## src/rtl/input_pkg.sv

```systemverilog
// Shared defaults for the cube state-input front end. The numbers assume a
// 50 MHz system clock: about 1.3 ms of debounce and a 1 s long-press.
package input_pkg;

   localparam int SYNC_STAGES_DEFAULT = 2;
   localparam int DB_CYCLES_DEFAULT   = 65536;
   localparam int HOLD_CYCLES_DEFAULT = 50_000_000;

endpackage

```

## src/rtl/switch_debounce_bank_channel.sv

```systemverilog
// One debounced switch channel. It has a synchroniser chain, a stability
// counter that must see DB_CYCLES differing samples in a row before it accepts
// a new level, and a long-press counter that fires 'hold' once per press.
// 'change_next' is the un-registered rise|fall. The bank combines these so that
// its registered any_change lines up with rise/fall.
module debounce_channel
   import input_pkg::*;
#(
   parameter int   SYNC_STAGES = SYNC_STAGES_DEFAULT,
   parameter int   DB_CYCLES   = DB_CYCLES_DEFAULT,
   parameter int   HOLD_CYCLES = HOLD_CYCLES_DEFAULT,
   parameter logic INIT_LEVEL  = 1'b0
) (
   input  logic clk,
   input  logic rst_n,
   input  logic sw_in,
   output logic sw_out,
   output logic rise,
   output logic fall,
   output logic hold,
   output logic change_next
);

   localparam int DCNT_W = $clog2(DB_CYCLES);
   localparam int HCNT_W = $clog2(HOLD_CYCLES + 1);
   localparam logic [DCNT_W-1:0] DB_LAST   = DCNT_W'(DB_CYCLES - 1);
   localparam logic [HCNT_W-1:0] HOLD_LAST = HCNT_W'(HOLD_CYCLES - 1);

   logic [SYNC_STAGES-1:0] sync;
   logic                   s;
   logic [DCNT_W-1:0]      dcnt;
   logic [DCNT_W-1:0]      dcnt_next;
   logic                   sw_out_next;
   logic                   rise_next;
   logic                   fall_next;
   logic [HCNT_W-1:0]      hcnt;
   logic [HCNT_W-1:0]      hcnt_next;
   logic                   fired;
   logic                   fired_next;
   logic                   hold_next;

   assign s           = sync[SYNC_STAGES-1];
   assign change_next = rise_next | fall_next;

   // Synchroniser chain: shift the raw asynchronous level in toward 's'.
   always_ff @(posedge clk or negedge rst_n) begin
      if (!rst_n) begin
         sync <= {SYNC_STAGES{INIT_LEVEL}};
      end else begin
         sync <= {sync[SYNC_STAGES-2:0], sw_in};
      end
   end

   // Stability check: any agreeing sample restarts the run. The DB_CYCLES-th
   // disagreeing sample in a row flips the level and raises the edge pulse.
   always_comb begin
      dcnt_next   = dcnt;
      sw_out_next = sw_out;
      rise_next   = 1'b0;
      fall_next   = 1'b0;
      if (s == sw_out) begin
         dcnt_next = '0;
      end else if (dcnt == DB_LAST) begin
         dcnt_next   = '0;
         sw_out_next = s;
         rise_next   = s;
         fall_next   = ~s;
      end else begin
         dcnt_next = dcnt + 1'b1;
      end
   end

   // Long-press timing: count while high, fire once, and re-arm only after a
   // release. A release that lands on the firing edge suppresses the pulse.
   always_comb begin
      hcnt_next  = hcnt;
      fired_next = fired;
      hold_next  = 1'b0;
      if (!sw_out) begin
         hcnt_next  = '0;
         fired_next = 1'b0;
      end else if (!fired) begin
         if (hcnt == HOLD_LAST) begin
            if (!fall_next) begin
               hold_next  = 1'b1;
               fired_next = 1'b1;
            end
         end else begin
            hcnt_next = hcnt + 1'b1;
         end
      end
   end

   // State and output registers. Every pulse is a single-cycle register value.
   always_ff @(posedge clk or negedge rst_n) begin
      if (!rst_n) begin
         dcnt   <= '0;
         sw_out <= INIT_LEVEL;
         rise   <= 1'b0;
         fall   <= 1'b0;
         hcnt   <= '0;
         fired  <= 1'b0;
         hold   <= 1'b0;
      end else begin
         dcnt   <= dcnt_next;
         sw_out <= sw_out_next;
         rise   <= rise_next;
         fall   <= fall_next;
         hcnt   <= hcnt_next;
         fired  <= fired_next;
         hold   <= hold_next;
      end
   end

endmodule

```

## src/rtl/switch_debounce_bank.sv

```systemverilog
// Bank of N_CH independent debounced switches for the cube state-input front
// end. Downstream logic uses rise/fall/hold directly. any_change tells it that
// at least one channel produced an edge pulse in this cycle.
module switch_debounce_bank
   import input_pkg::*;
#(
   parameter int   N_CH        = 8,
   parameter int   SYNC_STAGES = SYNC_STAGES_DEFAULT,
   parameter int   DB_CYCLES   = DB_CYCLES_DEFAULT,
   parameter int   HOLD_CYCLES = HOLD_CYCLES_DEFAULT,
   parameter logic INIT_LEVEL  = 1'b0
) (
   input  logic            clk,
   input  logic            rst_n,
   input  logic [N_CH-1:0] sw_in,
   output logic [N_CH-1:0] sw_out,
   output logic [N_CH-1:0] rise,
   output logic [N_CH-1:0] fall,
   output logic [N_CH-1:0] hold,
   output logic            any_change
);

   logic [N_CH-1:0] change_next;

   // Reject parameter sets that would break the counters.
   if (N_CH < 1) begin : g_bad_nch
      $error("switch_debounce_bank: N_CH must be >= 1");
   end
   if (SYNC_STAGES < 2) begin : g_bad_sync
      $error("switch_debounce_bank: SYNC_STAGES must be >= 2");
   end
   if (DB_CYCLES < 2) begin : g_bad_db
      $error("switch_debounce_bank: DB_CYCLES must be >= 2");
   end
   if (HOLD_CYCLES < 1) begin : g_bad_hold
      $error("switch_debounce_bank: HOLD_CYCLES must be >= 1");
   end

   for (genvar i = 0; i < N_CH; i++) begin : g_ch
      debounce_channel #(
         .SYNC_STAGES (SYNC_STAGES),
         .DB_CYCLES   (DB_CYCLES),
         .HOLD_CYCLES (HOLD_CYCLES),
         .INIT_LEVEL  (INIT_LEVEL)
      ) u_ch (
         .clk         (clk),
         .rst_n       (rst_n),
         .sw_in       (sw_in[i]),
         .sw_out      (sw_out[i]),
         .rise        (rise[i]),
         .fall        (fall[i]),
         .hold        (hold[i]),
         .change_next (change_next[i])
      );
   end

   // Register the OR of the channels' next-state edge pulses so it coincides with rise/fall.
   always_ff @(posedge clk or negedge rst_n) begin
      if (!rst_n) begin
         any_change <= 1'b0;
      end else begin
         any_change <= |change_next;
      end
   end

endmodule
```

## config.mk

```make
export PLATFORM = sky130hd
export DESIGN_NAME = switch_debounce_bank
export DESIGN_NICKNAME = d
export VERILOG_FILES = /design/src/rtl/input_pkg.sv /design/src/rtl/switch_debounce_bank_channel.sv /design/src/rtl/switch_debounce_bank.sv
export SDC_FILE = /design/constraint.sdc
export NUM_CORES = 1
export LEC_CHECK = 0
export ABC_AREA = 1
export ABC_CLOCK_PERIOD_IN_PS = 2310
export CORE_AREA = 3 3 261 366
export CTS_CLUSTER_SIZE = 30
export DETAILED_ROUTE_END_ITERATION = 16
export DIE_AREA = 0 0 264 369
export HOLD_SLACK_MARGIN = 0.1
export PLACE_DENSITY = 0.38
export REMOVE_ABC_BUFFERS = 1
export SYNTH_ARGS = -nofsm -noshare
export SYNTH_HDL_FRONTEND = slang
export SYNTH_SLANG_ARGS = --single-unit
```

## constraint.sdc

```tcl
create_clock -name clk -period 2.31 [get_ports clk]
set_input_delay 0.3465 -clock clk [delete_from_list [all_inputs] [get_ports clk]]
set_output_delay 0.3465 -clock clk [all_outputs]
set_load 0.03 [all_outputs]
```

Word level (Yosys, flattened, before mapping)
Cells that the tools add are included.
{"block": "op_classes", "muxes": 120, "n_addsub": 16, "n_bitwise": 24, "eq_ne": 40, "n_reduce_logical": 17}
{"operator": "2-to-1 mux 26 bit", "count": 24}
{"operator": "2-to-1 mux 16 bit", "count": 16}
{"operator": "adder 26 x 1 -> 26 bit, second input constant", "count": 8}
{"operator": "== test 26 bit, second input constant", "count": 8}
{"operator": "adder 16 x 1 -> 16 bit, second input constant", "count": 8}
{"operator": "== test 16 bit, second input constant", "count": 8}
{"operator": "2-to-1 mux 1 bit", "count": 80}
{"operator": "inequality test 2 bit, second input constant", "count": 16}
{"operator": "AND reduction 2 bit", "count": 16}
{"operator": "NOT 1 bit", "count": 16}
{"operator": "== test 1 bit", "count": 8}
{"operator": "bitwise OR 1 bit", "count": 8}
{"operator": "OR reduction 8 bit", "count": 1}
{"block": "word_totals", "regBits": 393, "wordCells": 282, "out_inout_bits": 33}

Longest topological paths before layout
{"block": "depth", "ltp_word": 7, "depth_mapped": 11, "ltp_nobuf": 11}

By module
From an unflattened synthesis, not the netlist that was laid out.
{"block": "unflattened", "hier_cells": 3263, "hier_area_um2": 22987.0}
{"module": "debounce_channel (g_ch[0].u_ch ...)", "seq_area_each_um2": 1226.2, "area_each_um2": 2839.0, "n_inst": 7, "cells_each": 405}
{"module": "debounce_channel (g_ch[7].u_ch)", "seq_area_each_um2": 1226.2, "area_each_um2": 3032.9, "n_inst": 1, "cells_each": 412}
{"module": "switch_debounce_bank", "seq_area_each_um2": 25.0, "area_each_um2": 81.3, "n_inst": 1, "cells_each": 16}

Worst setup path before layout
No wires, ideal clock.
{"block": "synth_timing", "path_kind": "reg-to-reg", "from": "register g_ch[5].u_ch.dcnt[0]", "to": "register g_ch[5].u_ch.dcnt[9]", "n_path_buf": 0, "t_arrival_ns": 1.388, "path_stages_with_launch": 11, "setup_time_ns": 0.122, "required_ns": 2.188, "path_slack_ns": 0.800, "path_cell_list": "dfrtp_1 ha_1 nand3_1 nor2_1 nand2_1 inv_1 nand2_1 nand2_2 inv_1 nand2_1 nor2_1"}
{"block": "synth_via", "elab_chain_cells": 3, "elab_cells_between_ends": 4}
{"element": "from (decl)", "line_no": "switch_debounce_bank_channel.sv:31", "rtl": "logic [DCNT_W-1:0] dcnt;"}
{"element": "from (signal assigned)", "line_no": "switch_debounce_bank_channel.sv:105", "rtl": "dcnt <= dcnt_next;"}
{"element": "adder 16 x 1 -> 16 bit or == test 16 bit (tied branches)", "line_no": "switch_debounce_bank_channel.sv:69, switch_debounce_bank_channel.sv:63"}
{"element": "2-to-1 mux 16 bit *", "line_no": "switch_debounce_bank_channel.sv:63", "rtl": "end else if (dcnt == DB_LAST) begin"}
{"element": "2-to-1 mux 16 bit *", "line_no": "switch_debounce_bank_channel.sv:61", "rtl": "if (s == sw_out) begin"}
{"element": "net g_ch[5].u_ch.dcnt_next[9]", "line_no": "switch_debounce_bank_channel.sv:32", "rtl": "logic [DCNT_W-1:0] dcnt_next;"}
Mark *: on every way through the listed nets, which the timed path passes. The rest lies on a longest branch.
A chain may end at the register's enable or synchronous reset.

Final worst setup path
{"block": "layout_timing", "from": "register g_ch[4].u_ch.sw_out", "to": "output port sw_out[4]"}
{"element": "from (decl)", "line_no": "switch_debounce_bank_channel.sv:17", "rtl": "output logic sw_out,"}
{"element": "from (signal assigned)", "line_no": "switch_debounce_bank_channel.sv:106", "rtl": "sw_out <= sw_out_next;"}
{"element": "to (decl)", "line_no": "switch_debounce_bank.sv:16", "rtl": "output logic [N_CH-1:0] sw_out,"}
No word-level cell between the ends.

==> flow_metrics.py <==
metrics = {
    "status": {
        "status": "finished, final reports clean",
    },
    "clock_network": {
        "cts_buffer_depth": 3,
        "clock-sinks": 393,
        "clk_latency_ns": 0.61,
        "cts-root-buf": "clkbuf_16",
        "cts_htree_levels": 2,
        "cts_inserted_buffers": 49,
        "cts_tree": "built",
        "clk_pin_slew_ns": 0.06,
    },
    "floorplanning": {
        "num_rows": 132,
        "ios": 43,
        "core-area_um2": 92500,
        "die_w_um": 264,
        "dieArea_um2": 97400,
        "fp.dieH_um": 369,
        "start_util_pct": 24.9,
    },
    "synth": {
        "yosysWarningCount": 0,
        "synth_area_leaders": "dfrtp_1 (43%), nand2_1 (15%), nor2_1 (8.6%)",
        "synth_ff_type": "dfrtp_1",
        "yosys_register_bits": 393,
        "synth_cells": 3259,
        "yosys.area.top_type": "dfrtp_1",
        "netlist_area_um2": 23100,
        "syn_avg_cell_area_um2": 7.08,
        "synth.top_cells.by_count": "nand2_1 (920), nor2_1 (527), dfrtp_1 (393)",
        "synthMostInstantiatedCell": "nand2_1",
        "ys_types": 41,
        "synth_edf_count": 0,
        "synth_top_cell_area_share_pct": 42.6,
        "synth-seq-area-share_pct": 42.6,
        "async_flop_share_pct": 100,
    },
    "grt": {
        "grt_overflow": 0,
        "grt_max_degree": 56,
        "first_global_vias": 20438,
        "grt.total_usage_pct": 12.8,
        "grt_pass1_wl_mm": 105,
        "antenna_found_initial": 0,
    },
    "timing": {
        "finClkSkew_ns": 0.0234,
        "fin_crit_sh_pct": 94.5,
        "max-slew-margin-rel_pct": 62.7,
        "whs_ns": 0.179,
        "hold_viol": 0,
        "min_period_ns": 2.18,
        "slew_viol_final": 0,
        "fin_setup_tns_ns": 0,
        "worst_pin_slew_ns": 0.558,
        "rsz0062_at_grt": "no",
        "timing.fmax_mhz": 458,
        "setup_viol": 0,
    },
    "setup_path": {
        "slowest_delay_ns": 0.74,
        "crit_family": "buffers and inverters",
        "path_max_fanout": 5,
        "critPathBufInv": 1,
        "worstPathArrival_ns": 1.84,
        "start_kind": "flip-flop",
        "crit_type": "flip-flop to output port",
        "crit_path_end_kind": "output port",
        "path_cells": "clkdlybuf4s50_1",
        "crit_required_ns": 1.96,
        "slowest_stage": "clkdlybuf4s50_1",
    },
    "placed_design": {
        "numPortBuffers": 42,
        "dp_hpwl_mm": 44.9,
        "gp_congestion": 0.797,
        "placed_cell_area_um2": 24800,
    },
    "finish": {
        "fin_area_um2": 26400,
        "drive_above_1_share_pct": 6.99,
        "final_nets": 3323,
        "area_delta_synth_final_pct": 14.4,
        "nFillCells": 10151,
        "n_antenna_cell": 0,
    },
    "routing": {
        "viasPerCell": 4.35,
        "routedWlPerCell_um": 13.6,
        "drc_errors": 0,
        "drt_iter0_drc": 817,
        "wl_mm": 61.6,
        "drtAntennaViolNets": 0,
        "first_pass_iters": 5,
        "num_vias": 19755,
    },
    "min_path": {
        "hold_class": "input port to flip-flop",
    },
    "power_and_ir_drop": {
        "leakage_nw": 11.2,
        "p_per_area_nw_per_um2": 564,
        "total_power_w": 0.0149,
        "peakVddDrop_v": 0.000555,
    },
    "flow_run": {
        "maxCapViolCount": 0,
    },
}
[flip-flops by register name (all words and copies together) (netlist names)]
| register | count |
|---|---|
| g_ch.u_ch.sw_out | 8 |
| g_ch.u_ch.hold | 8 |
| g_ch.u_ch.fired | 8 |
| g_ch.u_ch.sync | 16 |
| any_change | 1 |
| g_ch.u_ch.rise | 8 |
| g_ch.u_ch.hcnt | 208 |
| g_ch.u_ch.fall | 8 |
| g_ch.u_ch.dcnt | 128 |
[layout by cell type (no fill, tap or decap), drive strengths merged, types with 12 or more instances in the layout]
cell             n
nand3b          13
clkdlybuf4s50   37
xor2            74
buf             48
o21ai          192
nor2           577
xnor2           27
or2             22
clkinv          12
nor3b           17
a21oi           39
clkbuf          71
o21bai          29
nand4           31
inv            338
nand2          938
nand3          360
dfrtp          393
nor3            65
ha              16
[layout make-up]
cell class | count | area, µm² | share of cell area [%]
multi-input cells | 2426 | 11300 | 42.8
repair buffers | 90 | 900 | 3.41
clock inverters | 18 | 129 | 0.488
inverters | 337 | 1260 | 4.79
clock buffers | 71 | 1450 | 5.49
flip-flops and latches | 393 | 9830 | 37.3
well taps | 1206 | 1510 | 5.72
[per-stage QoR]
step | cells | util, % | setup WS [ns]
after floorplan | 3156 | - | 0.238
after global placement | 4451 | 26.8 | 0.213
after detailed placement | 4451 | 26.8 | 0.244
after CTS | 4541 | 28.5 | 0.00853
after global routing | 4541 | 28.5 | 0.0389
final | 4541 | 28.5 | 0.126
[cells by family after synthesis]
logic type,Yosys count,synth area share (%)
AOI/OAI and AO/OA,273,6.48
buffers and inverters,440,8.37
DFF,393,42.6
xor gates and xnor gates,101,3.83
and+or+nand+nor,2036,37.8
adders and majority gates,16,0.868
[final timing paths]
| path | slack [ns] | cells past startpoint | from | endpoint |
|---|---|---|---|---|
| max | 0.13 | 1 | g_ch[4].u_ch.sw_out | sw_out[4] |
| min | 0.18 | 1 | sw_in[6] | g_ch[6].u_ch.sync[0] |
| max reg2reg | 0.39 | 10 | g_ch[1].u_ch.hcnt[0] | g_ch[1].u_ch.hcnt[4] |
| min reg2reg | 0.35 | 0 | g_ch[6].u_ch.sync[0] | g_ch[6].u_ch.sync[1] |
| max in group asynchronous | 1.30 | 3 | rst_n | g_ch[2].u_ch.hcnt[12] |
| min in group asynchronous | 0.30 | 2 | rst_n | g_ch[6].u_ch.hold |
[report_power, final]
part	switching [W]	internal, W
combinational	0.000235	0.0000906
clock	0.00323	0.00436
sequential	0.0000314	0.00693
total	0.00349	0.0114
[metal layers]
| layer | global-route usage (%) | share of wire (%) |
|---|---|---|
| met1 | 15.1 | 43 |
| met2 | 23.9 | 52 |
| met3 | 1.99 | 2.8 |
| met4 | 3.59 | 2.4 |
| met5 | 0 | 0 |
[repair_timing]
| item | 4_1_cts | 5_1_grt |
|---|---|---|
| endpoints found under the setup margin | 3 | 3 |
| resized for setup | 3 | 2 |
| hold buffers | 1 | 0 |
| pin swaps | 0 | 0 |
| hold endpoints to repair | 65 | 0 |
| setup buffers | 0 | 0 |
Note: power is estimated with default switching activity, not from simulation.
